`config.mk`:
```
export PLATFORM = sky130hd
export DESIGN_NAME = ifu_prefetch
export DESIGN_NICKNAME = d
export VERILOG_FILES = /design/src/rtl/ifu_pkg.sv /design/src/rtl/ifu_fifo.sv /design/src/rtl/ifu_prefetch.sv
export SDC_FILE = /design/constraint.sdc
export NUM_CORES = 1
export LEC_CHECK = 0
export ABC_CLOCK_PERIOD_IN_PS = 4450
export CORE_ASPECT_RATIO = 1.75
export CORE_UTILIZATION = 48
export CTS_CLUSTER_DIAMETER = 200
export CTS_CLUSTER_SIZE = 28
export DETAILED_ROUTE_END_ITERATION = 8
export PLACE_DENSITY = 0.77
export REMOVE_ABC_BUFFERS = 1
export SYNTH_ARGS = -nofsm -noshare
export SYNTH_HDL_FRONTEND = slang
export SYNTH_SLANG_ARGS = --single-unit
```
`constraint.sdc`:
```
create_clock -name clk -period 4.45 [get_ports clk]
set_input_delay 0.89 -clock clk [delete_from_list [all_inputs] [get_ports clk]]
set_output_delay 0.89 -clock clk [all_outputs]
set_load 0.005 [all_outputs]
```
`src/rtl/ifu_pkg.sv`:
```
// Shared types and default constants for the instruction fetch unit.
package ifu_pkg;

  localparam int DEF_ADDR_W = 16;
  localparam int DEF_DATA_W = 16;
  localparam int DEF_DEPTH  = 2;
  localparam logic [DEF_ADDR_W-1:0] DEF_RESET_PC = 16'h0000;

  // Fetch sequencer states: idle with a full buffer, a live request,
  // or a request whose response will be thrown away after a redirect.
  typedef enum logic [1:0] {
    IDLE  = 2'd0,
    REQ   = 2'd1,
    DRAIN = 2'd2
  } ifu_state_t;

  // One prefetched instruction together with the address it came from.
  typedef struct packed {
    logic [DEF_ADDR_W-1:0] pc;
    logic [DEF_DATA_W-1:0] instr;
  } ifu_entry_t;

endpackage

```
`src/rtl/ifu_fifo.sv`:
```
// Small synchronous FIFO for prefetched instructions.
// The head entry is held in its own register so consumers never see a
// combinational path from the write data; flush wins over push.
module ifu_fifo
  import ifu_pkg::*;
#(
  parameter int  DEPTH   = DEF_DEPTH,
  parameter type entry_t = ifu_entry_t,
  localparam int PTR_W   = $clog2(DEPTH),
  localparam int CNT_W   = $clog2(DEPTH + 1)
) (
  input  logic             clk,
  input  logic             rst,
  input  logic             push,
  input  entry_t           push_data,
  input  logic             pop,
  input  logic             flush,
  output entry_t           head,
  output logic [CNT_W-1:0] count
);

  entry_t           mem [DEPTH];
  logic [PTR_W-1:0] rd_ptr;
  logic [PTR_W-1:0] wr_ptr;
  logic [PTR_W-1:0] rd_ptr_n;
  logic [CNT_W-1:0] remain;
  logic [CNT_W-1:0] count_n;
  logic             pop_ok;
  logic             push_ok;

  // Work out which operations actually take effect and the resulting pointers.
  always_comb begin
    pop_ok   = pop && (count != '0);
    push_ok  = push && ((count != CNT_W'(DEPTH)) || pop_ok);
    remain   = count - CNT_W'(pop_ok);
    count_n  = remain + CNT_W'(push_ok);
    rd_ptr_n = rd_ptr + PTR_W'(pop_ok);
  end

  // Entry storage; contents are meaningless until counted, so no reset.
  always_ff @(posedge clk) begin
    if (push_ok && !flush) begin
      mem[wr_ptr] <= push_data;
    end
  end

  // Pointers, occupancy and the registered head (head holds when emptied).
  always_ff @(posedge clk) begin
    if (rst) begin
      rd_ptr <= '0;
      wr_ptr <= '0;
      count  <= '0;
      head   <= '0;
    end else if (flush) begin
      rd_ptr <= '0;
      wr_ptr <= '0;
      count  <= '0;
    end else begin
      rd_ptr <= rd_ptr_n;
      wr_ptr <= wr_ptr + PTR_W'(push_ok);
      count  <= count_n;
      if (push_ok && (remain == '0)) begin
        head <= push_data;
      end else if (pop_ok && (remain != '0)) begin
        head <= mem[rd_ptr_n];
      end
    end
  end

endmodule

```
`src/rtl/ifu_prefetch.sv`:
```
// Instruction prefetch unit: issues word reads over a req/ack handshake,
// buffers the results and presents the oldest one as IR/ir_pc.
// Optional stall statistics counter is enabled with IFU_STALL_CNT_EN.
module ifu_prefetch
  import ifu_pkg::*;
#(
  parameter int ADDR_W = DEF_ADDR_W,
  parameter int DATA_W = DEF_DATA_W,
  parameter int DEPTH  = DEF_DEPTH,
  parameter logic [ADDR_W-1:0] RESET_PC = ADDR_W'(DEF_RESET_PC)
) (
  input  logic              clk,
  input  logic              proc_rst,
  input  logic              redirect,
  input  logic [ADDR_W-1:0] redirect_pc,
  input  logic              ir_take,
  output logic [DATA_W-1:0] IR,
  output logic [ADDR_W-1:0] ir_pc,
  output logic              ir_valid,
  output logic              mem_req,
  output logic [ADDR_W-1:0] mem_addr,
  input  logic              mem_ack,
  input  logic [DATA_W-1:0] mem_rdata,
  output logic [15:0]       stall_cnt
);

  localparam int CNT_W = $clog2(DEPTH + 1);

  typedef struct packed {
    logic [ADDR_W-1:0] pc;
    logic [DATA_W-1:0] instr;
  } entry_t;

  ifu_state_t        state;
  ifu_state_t        state_next;
  logic [ADDR_W-1:0] fetch_pc;
  logic [ADDR_W-1:0] fetch_pc_next;
  logic [ADDR_W-1:0] drain_addr;
  logic              drain_load;
  logic              fifo_push;
  logic              fifo_flush;
  logic              take_eff;
  logic [CNT_W-1:0]  fifo_count;
  logic [CNT_W-1:0]  count_after_pop;
  entry_t            push_entry;
  entry_t            head_entry;

  // A pop only counts when something is there and no redirect is flushing it anyway.
  assign take_eff        = ir_take && ir_valid && !redirect;
  assign count_after_pop = fifo_count - CNT_W'(take_eff);
  assign push_entry      = '{pc: fetch_pc, instr: mem_rdata};

  ifu_fifo #(
    .DEPTH   (DEPTH),
    .entry_t (entry_t)
  ) u_fifo (
    .clk       (clk),
    .rst       (proc_rst),
    .push      (fifo_push),
    .push_data (push_entry),
    .pop       (take_eff),
    .flush     (fifo_flush),
    .head      (head_entry),
    .count     (fifo_count)
  );

  assign ir_valid = (fifo_count != '0);
  assign IR       = head_entry.instr;
  assign ir_pc    = head_entry.pc;

  // The request stays up in DRAIN on the old address until the stale response returns.
  assign mem_req  = (state == REQ) || (state == DRAIN);
  assign mem_addr = (state == DRAIN) ? drain_addr : fetch_pc;

  // Next-state, fetch address and buffer control; redirect outranks everything.
  always_comb begin
    state_next    = state;
    fetch_pc_next = fetch_pc;
    fifo_push     = 1'b0;
    fifo_flush    = 1'b0;
    drain_load    = 1'b0;
    case (state)
      IDLE: begin
        if (redirect) begin
          fifo_flush    = 1'b1;
          fetch_pc_next = redirect_pc;
          state_next    = REQ;
        end else if (count_after_pop < CNT_W'(DEPTH)) begin
          state_next = REQ;
        end
      end
      REQ: begin
        if (redirect) begin
          fifo_flush    = 1'b1;
          fetch_pc_next = redirect_pc;
          if (mem_ack) begin
            state_next = REQ;
          end else begin
            drain_load = 1'b1;
            state_next = DRAIN;
          end
        end else if (mem_ack) begin
          fifo_push     = 1'b1;
          fetch_pc_next = fetch_pc + ADDR_W'(1);
          if (count_after_pop < CNT_W'(DEPTH - 1)) begin
            state_next = REQ;
          end else begin
            state_next = IDLE;
          end
        end
      end
      DRAIN: begin
        if (redirect) begin
          fifo_flush    = 1'b1;
          fetch_pc_next = redirect_pc;
        end
        if (mem_ack) begin
          state_next = REQ;
        end
      end
      default: begin
        state_next = IDLE;
      end
    endcase
  end

  // State, fetch PC and the address being drained.
  always_ff @(posedge clk) begin
    if (proc_rst) begin
      state      <= IDLE;
      fetch_pc   <= RESET_PC;
      drain_addr <= RESET_PC;
    end else begin
      state    <= state_next;
      fetch_pc <= fetch_pc_next;
      if (drain_load) begin
        drain_addr <= fetch_pc;
      end
    end
  end

`ifdef IFU_STALL_CNT_EN
  logic [15:0] stall_q;

  // Saturating count of cycles with nothing for the controller to decode.
  always_ff @(posedge clk) begin
    if (proc_rst) begin
      stall_q <= 16'h0000;
    end else if (!ir_valid && (stall_q != 16'hFFFF)) begin
      stall_q <= stall_q + 16'd1;
    end
  end

  assign stall_cnt = stall_q;
`else
  assign stall_cnt = 16'h0000;
`endif

endmodule

```
==> results.json, run 1 <==
{
  "outcome": "finished, final reports clean",
  "worst_setup_path_end_kind": "output port",
  "hold_buffers": 0,
  "grt_max_degree": 34,
  "nets": 633,
  "reg2reg_depth": 6,
  "grt_pass1_wl_mm": 20.84,
  "hold_violations": 0,
  "cts_tree": "done",
  "cts_resized": 0,
  "post_cts_buffers": 0,
  "synth_top_family_by_area": "compound AO/OA/AOI/OAI gates",
  "hold_depth": 2,
  "p_leak_nw": 2.565,
  "combPwrFrac_pct": 9.0,
  "avgSynthCellArea_um2": 11.36,
  "dpl.cell_count": 704,
  "cp_max_fo": 21,
  "p_per_area_mw_per_mm2": 433.0,
  "yosys.area_share.simple_pct": 12.43,
  "ys_warn_count": 0,
  "path_class": "reg2out",
  "final_antenna_net_count": 0,
  "diodes": 0,
  "path_clk_slew_ns": 0.06,
  "n_fill_cell": 944,
  "met3WireLength_um": 570,
  "wl_met2_mm": 6.902,
  "async_flop_share_pct": 0,
  "cts_buffers": 17,
  "internal-power_w": 0.002464,
  "wl_per_cell_um": 17.22,
  "worstSkewPairLatency_ns": 0.41,
  "critPathArrivalTime_ns": 2.51,
  "clk_path_buf_depth": 2,
  "die-area_mm2": 0.01258,
  "layoutNonFillerInstCount": 736,
  "startpoint": "state[1]$_SDFFE_PP0P_",
  "place_hpwl_mm": 8.166,
  "grt_setup_unrepaired": "no",
  "synth_compound_area_share_pct": 12.88,
  "die_w_um": 85.23,
  "grt_pass1_vias": 4207,
  "io_pins": 103,
  "ys_ff_latch": 134,
  "worstMarginPinSlew_ns": 1.063,
  "r2r_start": "state[0]$_SDFFE_PP0P_",
  "cts.sinks": 134,
  "power_w": 0.003167,
  "synth-main-ff-cell": "dfxtp_1",
  "port_buffers": 86,
  "top_layer_used": "met4",
  "die_y_um": 147.6,
  "final-max-slew-violation-count": 0,
  "slew_headroom_pct": 29.10,
  "wirelength_mm": 12.68,
  "p_sw_share_pct": 22.19,
  "track_usage_pct": 21.29,
  "cp.required_ns": 3.56,
  "period_share_pct": 76.43,
  "ir_drop_mv": 0.3132,
  "multi_input_area_mm2": 0.002225,
  "synth_fa_ha_area_share_pct": 1.720,
  "htreeDepth": 4,
  "synth_xor_xnor_area_share_pct": 0.7527,
  "ys_types": 55,
  "synth_mux_area_share_pct": 8.925,
  "final_common_cell": "clkdlybuf4s50_1",
  "area_growth_pct": 25.70,
  "via_count": 4193,
  "start_util_pct": 49.68,
  "rr_endpoint": "fetch_pc[10]$_SDFFE_PP0P_",
  "clkPwrFrac_pct": 46.4,
  "max_freq_ghz": 0.2940,
  "hold_path_class": "reg2reg",
  "worstSetupEndpoint": "mem_addr[0]",
  "netlist_instances": 512,
  "seqPwrFrac_pct": 44.6,
  "synth_area_mm2": 0.005818,
  "num_rows": 52,
  "antenna_found_initial": 0,
  "final_cell_mix": "86 x clkdlybuf4s50_1, 69 x dfxtp_1, 64 x edfxtp_1",
  "min_period_ns": 3.401,
  "r2r_setup_slack_ns": 1.68,
  "first_pass_iters": 5,
  "wl_met1_mm": 4.915,
  "remaining_drc_errors": 0,
  "utilization_pct": 62.45,
  "ys_seq_area_share_pct": 57.12,
  "synth-edff-count": 64,
  "drtIter0Drc": 219,
  "p_sw_w": 0.0007028,
  "skew_ns": 0.008773,
  "seq_area_mm2": 0.003324,
  "core_area_mm2": 0.01171,
  "drive_gt1_share_pct": 11.15,
  "globalplace.congestion": 0.7803,
  "gr-total-overflow": 0,
  "crit_path_start_kind": "flip-flop",
  "cts-root-buf": "clkbuf_16",
  "viasPerCell": 5.697,
  "max-cap-violations": 0,
  "setup_viol": 0
}
-- through the flow --
stage / setup slack, ns / setup TNS, ns / cell area [um^2] / hold WS (ns)
floorplan: -0.1415 / -4.527 / 5560 / 0.4268
global placement: 0.9217 / 0 / 6680 / 0.4384
detailed placement: 0.7478 / 0 / 6680 / 0.4471
CTS: 1.026 / 0 / 7313 / 0.4551
global route: 0.9048 / 0 / 7313 / 0.4710
finish: 1.049 / 0 / 7313 / 0.4548
-- worst min path at each step --
stage                                     from                    endpoint  slack, ns
global placement    drain_addr[6]$_SDFFE_PP0P_  drain_addr[6]$_SDFFE_PP0P_       0.44
global route        drain_addr[7]$_SDFFE_PP0P_  drain_addr[7]$_SDFFE_PP0P_       0.47
detailed placement  drain_addr[3]$_SDFFE_PP0P_  drain_addr[3]$_SDFFE_PP0P_       0.45
CTS                 drain_addr[8]$_SDFFE_PP0P_  drain_addr[8]$_SDFFE_PP0P_       0.46
floorplan           drain_addr[0]$_SDFFE_PP0P_  drain_addr[0]$_SDFFE_PP0P_       0.43
finish              drain_addr[8]$_SDFFE_PP0P_  drain_addr[8]$_SDFFE_PP0P_       0.45
-- flip-flops by register name, summed over array words and instances, names as in the netlist --
register and count:
fetch_pc 16, u_fifo.head 32, state 2, u_fifo.count 2
u_fifo.mem 64, drain_addr 16, u_fifo.rd_ptr 1, u_fifo.wr_ptr 1
-- routing by layer --
layer  GRT usage [%]  vias to the layer above
met5               0                        -
met4           8.644                        0
met3           4.802                       29
met2           39.15                      141
met1           23.25                     2016
li1                -                     2007
-- synthesized netlist by cell type, drive strengths merged (2+ instances only) --
cell type	count	share of area (%)
nand2b	3	0.32
a22o	2	0.30
a31oi	6	0.65
edfxtp	64	33
a211oi	5	0.65
dfxtp	70	24
a21oi	25	2.2
nand4	6	0.75
mux2i	35	6.0
ha	8	1.7
nand3	7	0.69
or4	3	0.39
nor4	2	0.22
or3	4	0.43
nor2	53	3.4
xnor2	3	0.45
and3	2	0.22
a32o	3	0.52
xor2	2	0.30
and4	3	0.47
o311ai	2	0.30
nand2	47	3.0
clkbuf	21	1.4
nor3	8	0.77
buf	30	3.5
nor3b	3	0.47
or2	2	0.22
o21ai	13	1.1
and2	7	0.75
a311oi	3	0.45
inv	11	0.71
mux2	15	2.9
a221o	32	5.5
-- area by class of cell --
cell class                 count  area share [%]
sequential                   134           45.46
multi-input combinational    330           30.42
timing repair buffer          94           12.59
clock buffer                  20           6.245
clock inverter                12           2.412
tap                          135           2.310
inverter                      11          0.5646
-- cell families after synthesis --
logic type	Yosys count
AOI/OAI and AO/OA	99
xor gates and xnor gates	5
adders and majority gates	8
buffers and inverters	63
DFF	134
muxes	50
other	1
and+or+nand+nor	152
-- worst max-delay path, cell delays in order, from the launching register on --
cell and delay (ns):
dfxtp_1 0.45, ha_1 0.77, mux2_2 0.43, clkdlybuf4s50_1 0.44
-- power by group through the flow --
stage               clock [W]  sequential, W  combinational (W)
floorplan                   0        0.00142           0.000141
global placement            0        0.00143           0.000277
detailed placement          0        0.00143           0.000282
CTS                   0.00148        0.00141           0.000286
global route          0.00153        0.00142           0.000311
finish                0.00147        0.00141           0.000285
Power figures use the tool's default switching activity.
==> run 2: changes to the inputs <==
--- a/config.mk
+++ b/config.mk
@@ -5,7 +5,7 @@
 export SDC_FILE = /design/constraint.sdc
 export NUM_CORES = 1
 export LEC_CHECK = 0
-export ABC_CLOCK_PERIOD_IN_PS = 4450
+export ABC_CLOCK_PERIOD_IN_PS = 3000
 export CORE_ASPECT_RATIO = 1.75
 export CORE_UTILIZATION = 48
 export CTS_CLUSTER_DIAMETER = 200
==> constraint.sdc (replaced) <==
create_clock -name clk -period 3 [get_ports clk]
set_input_delay 0.6 -clock clk [delete_from_list [all_inputs] [get_ports clk]]
set_output_delay 0.6 -clock clk [all_outputs]
set_load 0.005 [all_outputs]
==> run 2 against run 1 <==
Final cell count up 1.1%. Combinational power grew 54%. First-iteration DRC count rose by 39%. Sequential power rose by 48%. Worst setup slack lost 0.90 ns. Non-clock buffer count is 8 higher. Flip-flop and latch count is the same. Total power rose by 42%. Global-route usage is 0.46 points higher. Critical endpoint unchanged.
==> results.json, run 2 (synthesized netlist as in run 1, its figures left out) <==
{
  "outcome": "finished, final reports clean",
  "critPathArrivalTime_ns": 2.25,
  "path_clk_slew_ns": 0.06,
  "fin_tns_setup_ns": 0,
  "area_growth_pct": 26.45,
  "min_period_ns": 2.851,
  "path_class": "reg2out",
  "port_buffers": 86,
  "dpl_cell_area_mm2": 0.006790,
  "top_regs": "u_fifo.mem x64, u_fifo.head x32",
  "grt_use_met2_pct": 39.44,
  "hold_violations": 0,
  "p_leak_nw": 2.583,
  "globalplace.congestion": 0.7897,
  "htreeDepth": 4,
  "io_pins": 103,
  "grt_setup_unrepaired": "no",
  "first_pass_iters": 5,
  "place_hpwl_mm": 8.563,
  "max_freq_ghz": 0.3508,
  "cts.sinks": 134,
  "drtIter0Drc": 304,
  "cts_tree": "done",
  "final_cell_mix": "86 x clkdlybuf4s50_1, 69 x dfxtp_1, 64 x edfxtp_1",
  "grt_pass1_wl_mm": 21.38,
  "cts-root-buf": "clkbuf_16",
  "use_met1_pct": 24.27,
  "via_count": 4282,
  "diodes": 0,
  "drive_gt1_share_pct": 12.15,
  "crit_path_start_kind": "flip-flop",
  "slowest_stage": "ha_2",
  "grt_pass1_vias": 4382,
  "p_per_area_mw_per_mm2": 609.5,
  "largest_reg_flops": 64,
  "slowest_delay_ns": 0.49,
  "grt_max_degree": 34,
  "die_w_um": 85.23,
  "clk_path_buf_depth": 2,
  "final_common_cell": "clkdlybuf4s50_1",
  "skew_ns": 0.005827,
  "cts_buffers": 17,
  "final-max-slew-violation-count": 0,
  "wl_per_cell_um": 17.39,
  "post_cts_buffers": 0,
  "die-area_mm2": 0.01258,
  "cp_max_fo": 21,
  "period_share_pct": 95.03,
  "num_rows": 52,
  "worstMarginPinSlew_ns": 1.064,
  "top_register": "u_fifo.mem",
  "top_usage_layer": "met2",
  "slew_headroom_pct": 29.10,
  "final_antenna_net_count": 0,
  "start_util_pct": 49.68,
  "fin_area_mm2": 0.007357,
  "max-cap-violations": 0,
  "wirelength_mm": 12.94,
  "cp.required_ns": 2.40,
  "viasPerCell": 5.755,
  "grt_use_met3_pct": 4.746,
  "remaining_drc_errors": 0,
  "hold_path_class": "reg2reg",
  "setup_viol": 0,
  "die_y_um": 147.6,
  "ir_drop_mv": 0.4371,
  "antenna_found_initial": 0,
  "worst_setup_path_end_kind": "output port",
  "worstSkewPairLatency_ns": 0.41,
  "gr-total-overflow": 0,
  "crit_chain": "inv_1 > ha_2 > mux2_2 > clkdlybuf4s50_1",
  "track_usage_pct": 21.75,
  "core_area_mm2": 0.01171,
  "nets": 641
}
-- run 2: where the power goes --
| part | switching (W) | total [W] | leakage [nW] | internal (W) |
|---|---|---|---|---|
| registers | 0.0000967 | 0.00209 | 1.16 | 0.00200 |
| clock network | 0.000739 | 0.00195 | 0.267 | 0.00121 |
| logic | 0.000205 | 0.000440 | 1.16 | 0.000235 |
| total | 0.00104 | 0.00448 | 2.58 | 0.00344 |
-- run 2: metal layers --
| layer | routed length [um] | share of wire (%) |
|---|---|---|
| met4 | 319 | 2.5 |
| met5 | 0 | 0 |
| met3 | 567 | 4.4 |
| met1 | 4984 | 39 |
| met2 | 7065 | 55 |
-- run 2: final cells by class --
cell class	instances	area [um^2]
fillers	958	4354
clock inverters	14	135.1
well taps	135	168.9
inverters	11	41.29
flip-flops and latches	134	3324
clock buffers	18	429.2
multi-input cells	330	2227
repair buffers	102	1031
-- run 2: through the flow --
stage | power, W | std cells | worst slack, ns | hold WS, ns | utilization (%)
floorplan | 0.002310 | 475 | -1.301 | 0.4268 | -
CTS | 0.004503 | 744 | 0.1309 | 0.4546 | 62.82
global placement | 0.002545 | 712 | 0.1873 | 0.4382 | 57.98
global route | 0.004640 | 744 | 0.03200 | 0.4690 | 62.82
finish | 0.004484 | 744 | 0.1492 | 0.4523 | 62.82
detailed placement | 0.002564 | 712 | 0.09311 | 0.4468 | 57.98
-- run 2: worst max-delay path: cells and delay by family (launching register included) --
kind	cells	cell delay, ns
buffers and inverters	2	0.56
flip-flops	1	0.38
multiplexers	1	0.40
adder cells (fa/ha/maj)	1	0.49
-- run 2: worst paths after layout --
kind                                                endpoint  slack, ns                        start  depth (start not counted)
worst max-delay path                             mem_addr[0]       0.15        state[0]$_SDFFE_PP0P_                          4
worst min-delay path             drain_addr[12]$_SDFFE_PP0P_       0.45  drain_addr[12]$_SDFFE_PP0P_                          2
worst max register to register  u_fifo.head[25]$_SDFFE_PP0P_       0.70   u_fifo.count[1]$_SDFF_PP0_                          7
worst min register to register   drain_addr[12]$_SDFFE_PP0P_       0.45  drain_addr[12]$_SDFFE_PP0P_                          2
-- run 2: repair_timing --
action | 4_1_cts | 5_1_grt
setup endpoints to repair | 16 | 0
resized for setup | 1 | 0
hold buffers | 0 | 0
==> run 3: changes to the inputs <==
--- a/config.mk
+++ b/config.mk
@@ -7,7 +7,7 @@
 export LEC_CHECK = 0
 export ABC_CLOCK_PERIOD_IN_PS = 3000
 export CORE_ASPECT_RATIO = 1.75
-export CORE_UTILIZATION = 48
+export CORE_UTILIZATION = 49
 export CTS_CLUSTER_DIAMETER = 200
 export CTS_CLUSTER_SIZE = 28
 export DETAILED_ROUTE_END_ITERATION = 8
@@ -15,4 +15,5 @@
 export REMOVE_ABC_BUFFERS = 1
 export SYNTH_ARGS = -nofsm -noshare
 export SYNTH_HDL_FRONTEND = slang
+export SYNTH_HIERARCHICAL = 1
 export SYNTH_SLANG_ARGS = --single-unit
==> run 3 against run 2 <==
Final cell count rose by 11%. Wire length increased by 21%. Critical endpoint is now mem_addr[4]. Global-route usage is 2.0 points higher. Total power grew 4.9%. Highest routed layer unchanged. Cell area up 10%. Combinational power up 3%. Sequential power about the same. Synthesized cell count rose by 9.8%. First-iteration DRC count shrank 12%. Sequential share of layout area is 4.2 points lower. Clock skew grew 0.0031 ns.
==> results.json, run 3 <==
{
  "outcome": "finished, final reports clean",
  "ys_ff_latch": 134,
  "remaining_drc_errors": 0,
  "die-area_mm2": 0.01377,
  "wirelength_mm": 15.66,
  "synth-edff-count": 64,
  "globalplace.congestion": 0.8724,
  "cts-root-buf": "clkbuf_16",
  "drive_gt1_share_pct": 18.20,
  "cts_buffers": 17,
  "slew_headroom_pct": 47.16,
  "io_pins": 103,
  "p_per_area_mw_per_mm2": 579.3,
  "via_count": 4915,
  "grt_pass1_wl_mm": 25.03,
  "synth_top_cell_area_share_pct": 29.51,
  "crit_path_start_kind": "flip-flop",
  "grt_max_degree": 72,
  "slowest_delay_ns": 0.52,
  "synth-main-ff-cell": "dfxtp_1",
  "die_y_um": 154.5,
  "cp.required_ns": 2.40,
  "path_class": "reg2out",
  "reg2reg_depth": 9,
  "yosys-top-cells-area": "edfxtp_1 30%, dfxtp_1 22%, a41oi_2 7.5%",
  "worst_setup_path_end_kind": "output port",
  "area_growth_pct": 24.65,
  "top_register": "u_fifo/mem",
  "yosys-top-cells-count": "70 x dfxtp_1, 64 x edfxtp_1, 47 x nand2_1",
  "antenna_found_initial": 0,
  "r2r_start": "u_fifo/count[0]$_SDFF_PP0_",
  "crit_chain": "inv_1 > ha_2 > mux2_2 > clkdlybuf4s50_1",
  "grt_setup_unrepaired": "no",
  "fin_area_mm2": 0.008118,
  "start_util_pct": 50.34,
  "first_pass_iters": 7,
  "worstMarginPinSlew_ns": 0.7926,
  "hold_buffers": 0,
  "hold_violations": 0,
  "p_leak_nw": 2.827,
  "holdPathEnd": "drain_addr[10]$_SDFFE_PP0P_",
  "cts_resized": 1,
  "cts.sinks": 134,
  "critPathArrivalTime_ns": 2.27,
  "netlist_instances": 562,
  "final_common_cell": "clkdlybuf4s50_1",
  "ys_types": 64,
  "hold_depth": 2,
  "avgSynthCellArea_um2": 11.59,
  "min_period_ns": 2.875,
  "worstSkewPairLatency_ns": 0.41,
  "post_cts_buffers": 0,
  "max-cap-violations": 0,
  "path_delay_family": "buffers and inverters",
  "synth_top_area_cell": "edfxtp_1",
  "power_w": 0.004703,
  "port_buffers": 86,
  "skew_ns": 0.008908,
  "core_area_mm2": 0.01294,
  "max_freq_ghz": 0.3479,
  "clk_path_buf_depth": 2,
  "hold_path_class": "reg2reg",
  "diodes": 0,
  "htreeDepth": 4,
  "wl_per_cell_um": 18.98,
  "die_w_um": 89.15,
  "top_regs": "u_fifo/mem x64, u_fifo/head x32",
  "place_hpwl_mm": 9.931,
  "hold_ws_ns": 0.4549,
  "viasPerCell": 5.958,
  "nets": 686,
  "async_flop_share_pct": 0,
  "final_cell_mix": "85 x clkdlybuf4s50_1, 70 x dfxtp_1, 64 x edfxtp_1",
  "cts_tree": "done",
  "dpl_cell_area_mm2": 0.007488,
  "grt_pass1_vias": 5028,
  "path_clk_slew_ns": 0.06,
  "ys_seq_area_share_pct": 51.03,
  "final_antenna_net_count": 0,
  "gr-total-overflow": 0,
  "slowest_stage": "ha_2",
  "setup_viol": 0,
  "largest_reg_flops": 64,
  "rr_endpoint": "u_fifo/head[9]$_SDFFE_PP0P_",
  "num_rows": 55,
  "track_usage_pct": 23.77,
  "drtIter0Drc": 269,
  "fin_tns_setup_ns": 0,
  "yosys.cell_count.top_type": "dfxtp_1",
  "final-max-slew-violation-count": 0,
  "min_from": "drain_addr[10]$_SDFFE_PP0P_",
  "ir_drop_mv": 0.4064,
  "period_share_pct": 95.82,
  "ys_warn_count": 6,
  "r2r_setup_slack_ns": 0.38,
  "crit_buf_inv": 2,
  "synth_area_mm2": 0.006512,
  "cp_max_fo": 22
}
-- run 3: layer usage --
layer	GRT usage (%)	part of all wire, %	routed length [um]	up-vias
li1	-	-	-	2274
met1	26.33	38	5873	2408
met2	41.84	54	8496	193
met3	4.429	4.5	705	40
met4	12.55	3.7	584	0
met5	0	0	0	-
-- run 3: worst max-delay path by stage --
stage | start | end | depth (start not counted)
after floorplan | redirect | u_fifo/mem[1][0]$_DFFE_PP_ | 3
after global placement | redirect | u_fifo/head[27]$_SDFFE_PP0P_ | 10
after detailed placement | redirect | u_fifo/head[31]$_SDFFE_PP0P_ | 10
after CTS | state[0]$_SDFFE_PP0P_ | mem_addr[4] | 4
after global routing | state[0]$_SDFFE_PP0P_ | mem_addr[3] | 6
final | state[0]$_SDFFE_PP0P_ | mem_addr[4] | 4
-- run 3: layout make-up --
| type | count | area [um^2] |
|---|---|---|
| well taps | 171 | 214.0 |
| clock inverters | 14 | 201.4 |
| repair buffers | 110 | 1086 |
| multi-input cells | 370 | 2834 |
| inverters | 9 | 33.78 |
| flip-flops and latches | 134 | 3323 |
| clock buffers | 17 | 425.4 |
| fillers | 1022 | 4820 |
-- run 3: cell families (layout without fill, tap and decap cells) --
group | after synthesis | after routing | share of synthesized area (%)
other | 1 | 16 | 0.05758
adder cells (fa/ha/maj) | 7 | 7 | 1.345
AO/OA/AOI/OAI | 130 | 130 | 16.83
AND/OR/NAND/NOR | 161 | 161 | 14.93
XOR/XNOR | 5 | 5 | 0.9608
flip-flops | 134 | 134 | 51.03
buffers and inverters | 73 | 150 | 6.743
multiplexers | 51 | 51 | 8.108
-- run 3: metrics by stage --
stage,worst slack (ns),std cells,util [%]
2_1_floorplan,-1.012,513,-
3_3_place_gp,0.1507,794,57.88
3_5_place_dp,0.03474,794,57.88
4_1_cts,0.1090,825,62.75
5_1_grt,0.02960,825,62.75
6_report,0.1253,825,62.75
-- run 3: power breakdown --
part	switching (W)	total [W]	leakage, nW	internal (W)
logic	0.000232	0.000455	1.38	0.000223
clock network	0.000790	0.00218	0.300	0.00139
registers	0.0000875	0.00206	1.15	0.00198
total	0.00111	0.00470	2.83	0.00359
-- run 3: worst min-delay path, cell delays in order, from the launching register on --
cell	delay [ns]
dfxtp_1	0.31
nand2_1	0.05
a21oi_1	0.05
